==> config.mk <==
export PLATFORM = sky130hd
export DESIGN_NAME = whack_game_core
export DESIGN_NICKNAME = d
export VERILOG_FILES = /design/src/rtl/whack_game_core.sv
export SDC_FILE = /design/constraint.sdc
export NUM_CORES = 1
export LEC_CHECK = 0
export ABC_AREA = 1
export CAP_MARGIN = 10
export CELL_PAD_IN_SITES_DETAIL_PLACEMENT = 1
export CELL_PAD_IN_SITES_GLOBAL_PLACEMENT = 1
export CORE_UTILIZATION = 47
export DETAILED_ROUTE_END_ITERATION = 10
export HOLD_SLACK_MARGIN = 0.08
export PLACE_DENSITY_LB_ADDON = 0.1
export RECOVER_POWER = 50
export SLEW_MARGIN = 40
export SYNTH_ARGS = -nofsm -noshare
export SYNTH_HDL_FRONTEND = slang
export SYNTH_SLANG_ARGS = --single-unit
==> constraint.sdc <==
create_clock -name clk -period 9.6 [get_ports clk]
set_input_delay 1.44 -clock clk [delete_from_list [all_inputs] [get_ports clk]]
set_output_delay 1.44 -clock clk [all_outputs]
set_load 0.1 [all_outputs]
==> src/rtl/whack_game_core.sv <==
// Whack-a-mole game engine: idle -> countdown -> timed round -> game over, LFSR mole draw, scoring, high score.
// Latency: start/switch rising edges take effect at the next clk edge; every output is a register.
// Backpressure: none; inputs are sampled every cycle and the engine never stalls.
module whack_game_core #(
    parameter int N_MOLES  = 5,
    parameter int SCORE_W  = 8,
    parameter int TICK_DIV = 100_000_000,
    parameter int COUNT_S  = 5,
    parameter int ROUND_S  = 30,
    parameter int LVL_W    = 2,
    parameter int PENALTY  = 1
) (
    input  logic               clk,
    input  logic               reset,
    input  logic               start,
    input  logic [LVL_W-1:0]   level_select,
    input  logic [N_MOLES-1:0] switch_in,
    output logic [N_MOLES-1:0] mole_led,
    output logic [SCORE_W-1:0] score,
    output logic [SCORE_W-1:0] high_score,
    output logic               new_high,
    output logic [7:0]         time_left,
    output logic [1:0]         phase
);

    // Counter widths: both tick counters count below TICK_DIV; lane index covers N_MOLES lanes.
    localparam int CNT_W  = $clog2(TICK_DIV);
    localparam int LANE_W = $clog2(N_MOLES);

    localparam logic [CNT_W:0]     TICK_V    = (CNT_W+1)'(TICK_DIV);
    localparam logic [CNT_W:0]     ONE_W     = (CNT_W+1)'(1);
    localparam logic [CNT_W-1:0]   SEC_LAST  = CNT_W'(TICK_DIV - 1);
    localparam logic [CNT_W-1:0]   CNT_ONE   = CNT_W'(1);
    localparam logic [SCORE_W-1:0] SCORE_MAX = '1;
    localparam logic [SCORE_W-1:0] SCORE_ONE = SCORE_W'(1);
    localparam logic [15:0]        LFSR_SEED = 16'hACE1;
    localparam logic [15:0]        LFSR_TAPS = 16'hB400;   // x^16+x^14+x^13+x^11+1, right-shifting Galois form
    localparam logic [7:0]         N_V       = 8'(N_MOLES);
    localparam logic [LANE_W-1:0]  LANE_LAST = LANE_W'(N_MOLES - 1);
    localparam logic [LANE_W-1:0]  LANE_ONE  = LANE_W'(1);
    localparam logic [N_MOLES-1:0] LANE0_BIT = N_MOLES'(1);

    typedef enum logic [1:0] {
        IDLE      = 2'b00,
        COUNTDOWN = 2'b01,
        PLAY      = 2'b10,
        OVER      = 2'b11
    } state_t;

    state_t state_q, state_nx;

    // Registered state besides the FSM and the outputs
    logic                  start_q;
    logic [N_MOLES-1:0]    sw_q;
    logic [15:0]           lfsr;
    logic [CNT_W-1:0]      sec_cnt, sec_cnt_nx;
    logic [CNT_W-1:0]      mole_cnt, mole_cnt_nx;
    logic [LVL_W-1:0]      lvl, lvl_nx;
    logic [LANE_W-1:0]     prev_lane, prev_nx;

    // Next values of the output registers
    logic [N_MOLES-1:0]    led_nx;
    logic [SCORE_W-1:0]    score_nx, high_nx;
    logic                  new_high_nx;
    logic [7:0]            time_nx;

    // Combinational helpers
    logic                  st_edge;
    logic [N_MOLES-1:0]    sw_edge;
    logic                  sec_tick, mole_tick;
    logic [CNT_W:0]        mole_per, mole_last;
    logic                  hit, miss;
    logic [SCORE_W-1:0]    score_adj;
    logic [15:0]           lfsr_nx;
    logic [LANE_W-1:0]     idx, draw_prev, draw_lane;
    logic [N_MOLES-1:0]    draw_onehot;

    assign phase = state_q;

    // Edge detection, time bases, hit/miss scoring and the candidate mole for this cycle
    always_comb begin
        st_edge   = start & ~start_q;
        sw_edge   = switch_in & ~sw_q;
        sec_tick  = ((state_q == COUNTDOWN) || (state_q == PLAY)) && (sec_cnt == SEC_LAST);
        mole_per  = TICK_V >> lvl;
        mole_last = mole_per - ONE_W;
        mole_tick = (state_q == PLAY) && ({1'b0, mole_cnt} == mole_last);

        hit  = |(sw_edge & mole_led);
        miss = (PENALTY != 0) && (|(sw_edge & ~mole_led));

        // A simultaneous hit and miss cancel; both ends saturate.
        score_adj = score;
        if (hit && !miss && (score != SCORE_MAX)) begin
            score_adj = score + SCORE_ONE;
        end else if (miss && !hit && (score != '0)) begin
            score_adj = score - SCORE_ONE;
        end

        lfsr_nx = {1'b0, lfsr[15:1]} ^ (lfsr[0] ? LFSR_TAPS : 16'h0000);

        // The first draw of a round treats lane 0 as the previous lane.
        idx       = LANE_W'(lfsr[7:0] % N_V);
        draw_prev = (state_q == PLAY) ? prev_lane : '0;
        if (idx == draw_prev) begin
            draw_lane = (idx == LANE_LAST) ? '0 : idx + LANE_ONE;
        end else begin
            draw_lane = idx;
        end
        draw_onehot = LANE0_BIT << draw_lane;
    end

    // Next-state and next-output logic for the game sequence
    always_comb begin
        state_nx    = state_q;
        sec_cnt_nx  = sec_cnt;
        mole_cnt_nx = mole_cnt;
        lvl_nx      = lvl;
        prev_nx     = prev_lane;
        led_nx      = mole_led;
        score_nx    = score;
        high_nx     = high_score;
        new_high_nx = new_high;
        time_nx     = time_left;

        case (state_q)
            IDLE, OVER: begin
                if (st_edge) begin
                    state_nx    = COUNTDOWN;
                    time_nx     = 8'(COUNT_S);
                    score_nx    = '0;
                    lvl_nx      = level_select;
                    sec_cnt_nx  = '0;
                    new_high_nx = 1'b0;
                end
            end

            COUNTDOWN: begin
                sec_cnt_nx = sec_tick ? '0 : sec_cnt + CNT_ONE;
                if (sec_tick) begin
                    if (time_left == 8'd1) begin
                        state_nx    = PLAY;
                        time_nx     = 8'(ROUND_S);
                        sec_cnt_nx  = '0;
                        mole_cnt_nx = '0;
                        led_nx      = draw_onehot;
                        prev_nx     = draw_lane;
                    end else begin
                        time_nx = time_left - 8'd1;
                    end
                end
            end

            PLAY: begin
                sec_cnt_nx  = sec_tick ? '0 : sec_cnt + CNT_ONE;
                mole_cnt_nx = mole_tick ? '0 : mole_cnt + CNT_ONE;
                score_nx    = score_adj;
                if (sec_tick && (time_left == 8'd1)) begin
                    // Final tick: the last-cycle score counts toward the high score.
                    state_nx = OVER;
                    time_nx  = '0;
                    led_nx   = '0;
                    if (score_adj > high_score) begin
                        high_nx     = score_adj;
                        new_high_nx = 1'b1;
                    end
                end else begin
                    if (sec_tick) begin
                        time_nx = time_left - 8'd1;
                    end
                    if (mole_tick) begin
                        led_nx  = draw_onehot;
                        prev_nx = draw_lane;
                    end else if (hit) begin
                        led_nx = '0;
                    end
                end
            end

            default: begin
                state_nx = IDLE;
            end
        endcase
    end

    // FSM state register
    always_ff @(posedge clk) begin
        if (!reset) begin
            state_q <= IDLE;
        end else begin
            state_q <= state_nx;
        end
    end

    // Datapath and output registers; the edge registers reset high so held inputs do not fire
    always_ff @(posedge clk) begin
        if (!reset) begin
            start_q    <= 1'b1;
            sw_q       <= '1;
            lfsr       <= LFSR_SEED;
            sec_cnt    <= '0;
            mole_cnt   <= '0;
            lvl        <= '0;
            prev_lane  <= '0;
            mole_led   <= '0;
            score      <= '0;
            high_score <= '0;
            new_high   <= 1'b0;
            time_left  <= '0;
        end else begin
            start_q    <= start;
            sw_q       <= switch_in;
            lfsr       <= lfsr_nx;
            sec_cnt    <= sec_cnt_nx;
            mole_cnt   <= mole_cnt_nx;
            lvl        <= lvl_nx;
            prev_lane  <= prev_nx;
            mole_led   <= led_nx;
            score      <= score_nx;
            high_score <= high_nx;
            new_high   <= new_high_nx;
            time_left  <= time_nx;
        end
    end

endmodule

==> summary.txt <==
switching fraction of total power -> 41.0%
FILL cells -> 1863
crit path launch -> switch_in[2]
Core Area -> 14000 sq um
Total Power -> 2.10 mW
post-route antenna net violation count -> 0
Comb power frac -> 37.8%
CTS tree -> built
Final Hold Fails -> 0
maximum vdd drop -> 250 uV
Storage cell area -> 2260 sq um
worst hold path type -> reg2reg
Post-synth top flop -> dfxtp_1
CTS root buffer -> clkbuf_16
Yosys Warn Count -> 0
status -> complete, but fails checks
post_cts resized -> 0
part of the cycle the worst path needs -> 58.9%
fin crit period -> 5650 ps
Max Fclk -> 0.177 GHz
global route total overflow -> 0
initial antenna violation count -> 0
Max-Cap Viols -> 2
WP data arrival -> 5880 ps
Post-synth EDFFs -> 0
Mapped Area -> 6780 sq um
PD cells -> 266 nW/um^2
FP Rows -> 43
Multi-input gate area -> 3930 sq um
clock group share of total power -> 36.1%
switching pwr -> 0.860 mW
CP required -> 9830 ps
vias per cell -> 5.50
DR DRC count -> 0
Final nets -> 1054
dpl cells -> 1183
Syn Area/Cell -> 6.94 sq um
post-synth net total -> 1009
R2R Path Start -> mole_led[2]$_SDFFE_PN0P_
largest net degree at the start of global routing -> 35
Slew @ Worst Pin -> 1800 ps
relative slew slack -> -20.3%
deepest clock path buffer count -> 2
Final Non-Filler Cells -> 1215
Detailed Place HPWL -> 13.7 mm
startpoint types -> input pin
clock-pin slew on the worst setup and hold paths -> 50 ps
Unique masters post-synth -> 48
Iter 0 DRT Violations -> 307
endpoints failing setup -> 0
Yosys top cell area share -> 33.4%
leading post-synthesis cells by cell area -> dfxtp_1 33%, nand2_1 11%, inv_1 7.1%
first drt pass iteration count -> 5
most common cell after layout, fill and taps aside -> nand2_1
static leakage -> 3.19 nW
internal power -> 1.24 mW
worst skew pair latency -> 430 ps
Total Routing Usage GR -> 27.4%
Vias -> 6686
Setup Buffers After CTS -> 0
crit path kind -> in2reg
register share of total power -> 26.1%
failing checks -> capacitance limit, slew limit
Die ar. -> 14900 sq um
number of global-route vias before repair -> 6890
CTS Buf Count -> 17
WL per Instance -> 15.8 um
fraction of the yosys area taken by sequential cells -> 33.4%
GP Congestion -> 0.854
H-tree depth -> 4
most frequent cells in the layout -> 192 x nand2_1, 129 x inv_1, 113 x dfxtp_1
TNS Setup -> 0 ps
area leader, netlist -> dfxtp_1
die width -> 122 um
Slew Viols, Final -> 70
I/O Buffers -> 41
clock skew -> 5.51 ps
initial core utilization -> 48.5%
Ports -> 42
RSZ-0062 raised after global routing -> false
first-pass GRT wire length -> 32.2 mm
hold_sp -> lfsr[12]$_SDFF_PN0_
Async SR Flop Fraction -> 0%
Seq cells post-synth -> 113
layout cells sized above 1 -> 10.6%
CP Capture Type -> flip-flop
area grow syn2layout -> 16.2%
clk sink count -> 113
Crit Path Max Fanout -> 11
Die Y -> 122 um
Hold-fix buffers, CTS -> 0
# diodes -> 0
synthesized instance count -> 977
final WL -> 19.2 mm
[power groups by stage]
stage               logic (mW)  registers [mW]  clock network (mW)
floorplan                0.483           0.686                   0
global placement         0.788           0.555                   0
detailed placement       0.787           0.555                   0
CTS                      0.802           0.546               0.765
global route             0.871           0.552               0.787
finish                   0.792           0.547               0.757
[metrics by stage]
step                util (%)  hold slack [ps]  instance area (sq um)  setup WS, ps
floorplan                  -              390                   6780          5110
global placement        52.7              402                   7380          3840
detailed placement      51.6              400                   7220          3580
CTS                     56.6              414                   7920          3920
global route            56.3              422                   7880          3460
finish                  56.3              412                   7880          3950
[path summary, 6_finish.rpt]
path / cells after the start / slack, ps / end
worst min register to register: 1 / 410 / lfsr[11]$_SDFF_PN1_
worst max-delay path: 19 / 3950 / high_score[4]$_SDFFE_PN0P_
worst max register to register: 17 / 5070 / high_score[4]$_SDFFE_PN0P_
worst min-delay path: 1 / 410 / lfsr[11]$_SDFF_PN1_
[state kept, by name, summed over array words and instances (netlist names), 5 cells and up]
signal / count
time_left: 8
sec_cnt: 27
lfsr: 16
mole_cnt: 27
high_score: 8
sw_q: 5
score: 8
mole_led: 5
[cells in the mapped netlist (2+ instances only)]
master	number
o41ai_1	3
o2111ai_1	2
xnor2_1	12
o21ai_1	6
a221oi_1	3
a31oi_1	4
nor3_1	29
nand3_2	12
a21oi_1	70
nor2_2	6
xor2_1	35
nor4_1	16
clkinv_1	3
o22ai_1	2
o21bai_1	2
dfxtp_1	113
nand2_4	11
or2_2	8
o221a_2	2
buf_1	2
nand2_1	192
nand3_1	60
nor2_4	2
ha_1	22
nand4_2	2
a21oi_2	4
o21ai_0	35
inv_1	129
nor2_1	98
nor3b_1	5
o21a_1	4
nand4_1	18
o31ai_1	2
o211ai_1	8
inv_2	6
clkbuf_1	17
a211oi_1	4
nand2_2	18
[area by class of cell]
| class | instances | area share (%) |
|---|---|---|
| Clock inverter | 9 | 2.51 |
| Tap cell | 180 | 2.86 |
| Sequential cell | 113 | 28.7 |
| Inverter | 139 | 6.64 |
| Timing Repair Buffer | 45 | 2.95 |
| Clock buffer | 23 | 6.45 |
| Multi-Input combinational cell | 706 | 49.9 |
[critical path: stages]
cell             delay (ps)
clkdlybuf4s50_1         440
inv_1                   140
nor3b_1                  80
nor4_1                  590
nand3_1                 270
o41ai_1                 570
o211ai_1                210
xor2_1                  240
inv_1                    90
ha_1                    310
nand2_1                  80
nor2_1                  150
nand2_1                  70
o211ai_1                 80
o211ai_1                140
nor2_1                  540
inv_1                   230
nor2_1                  150
a211oi_1                 60
[kinds of logic after synthesis]
family | count (synthesis) | synth area share (%)
buf+inv | 158 | 8.77
simple gates | 480 | 34.0
xor+xnor | 47 | 6.07
flops | 113 | 33.4
fa+ha+maj | 22 | 4.06
compound gates | 157 | 13.7
[metal layers]
metal	track usage, %	up-vias	wire length [um]
li1	-	3300	-
met1	33.1	3234	8960
met2	47.7	115	9280
met3	5.34	37	586
met5	0	-	0
met4	10.9	0	384
No activity file was read; power rests on OpenSTA's default activity.
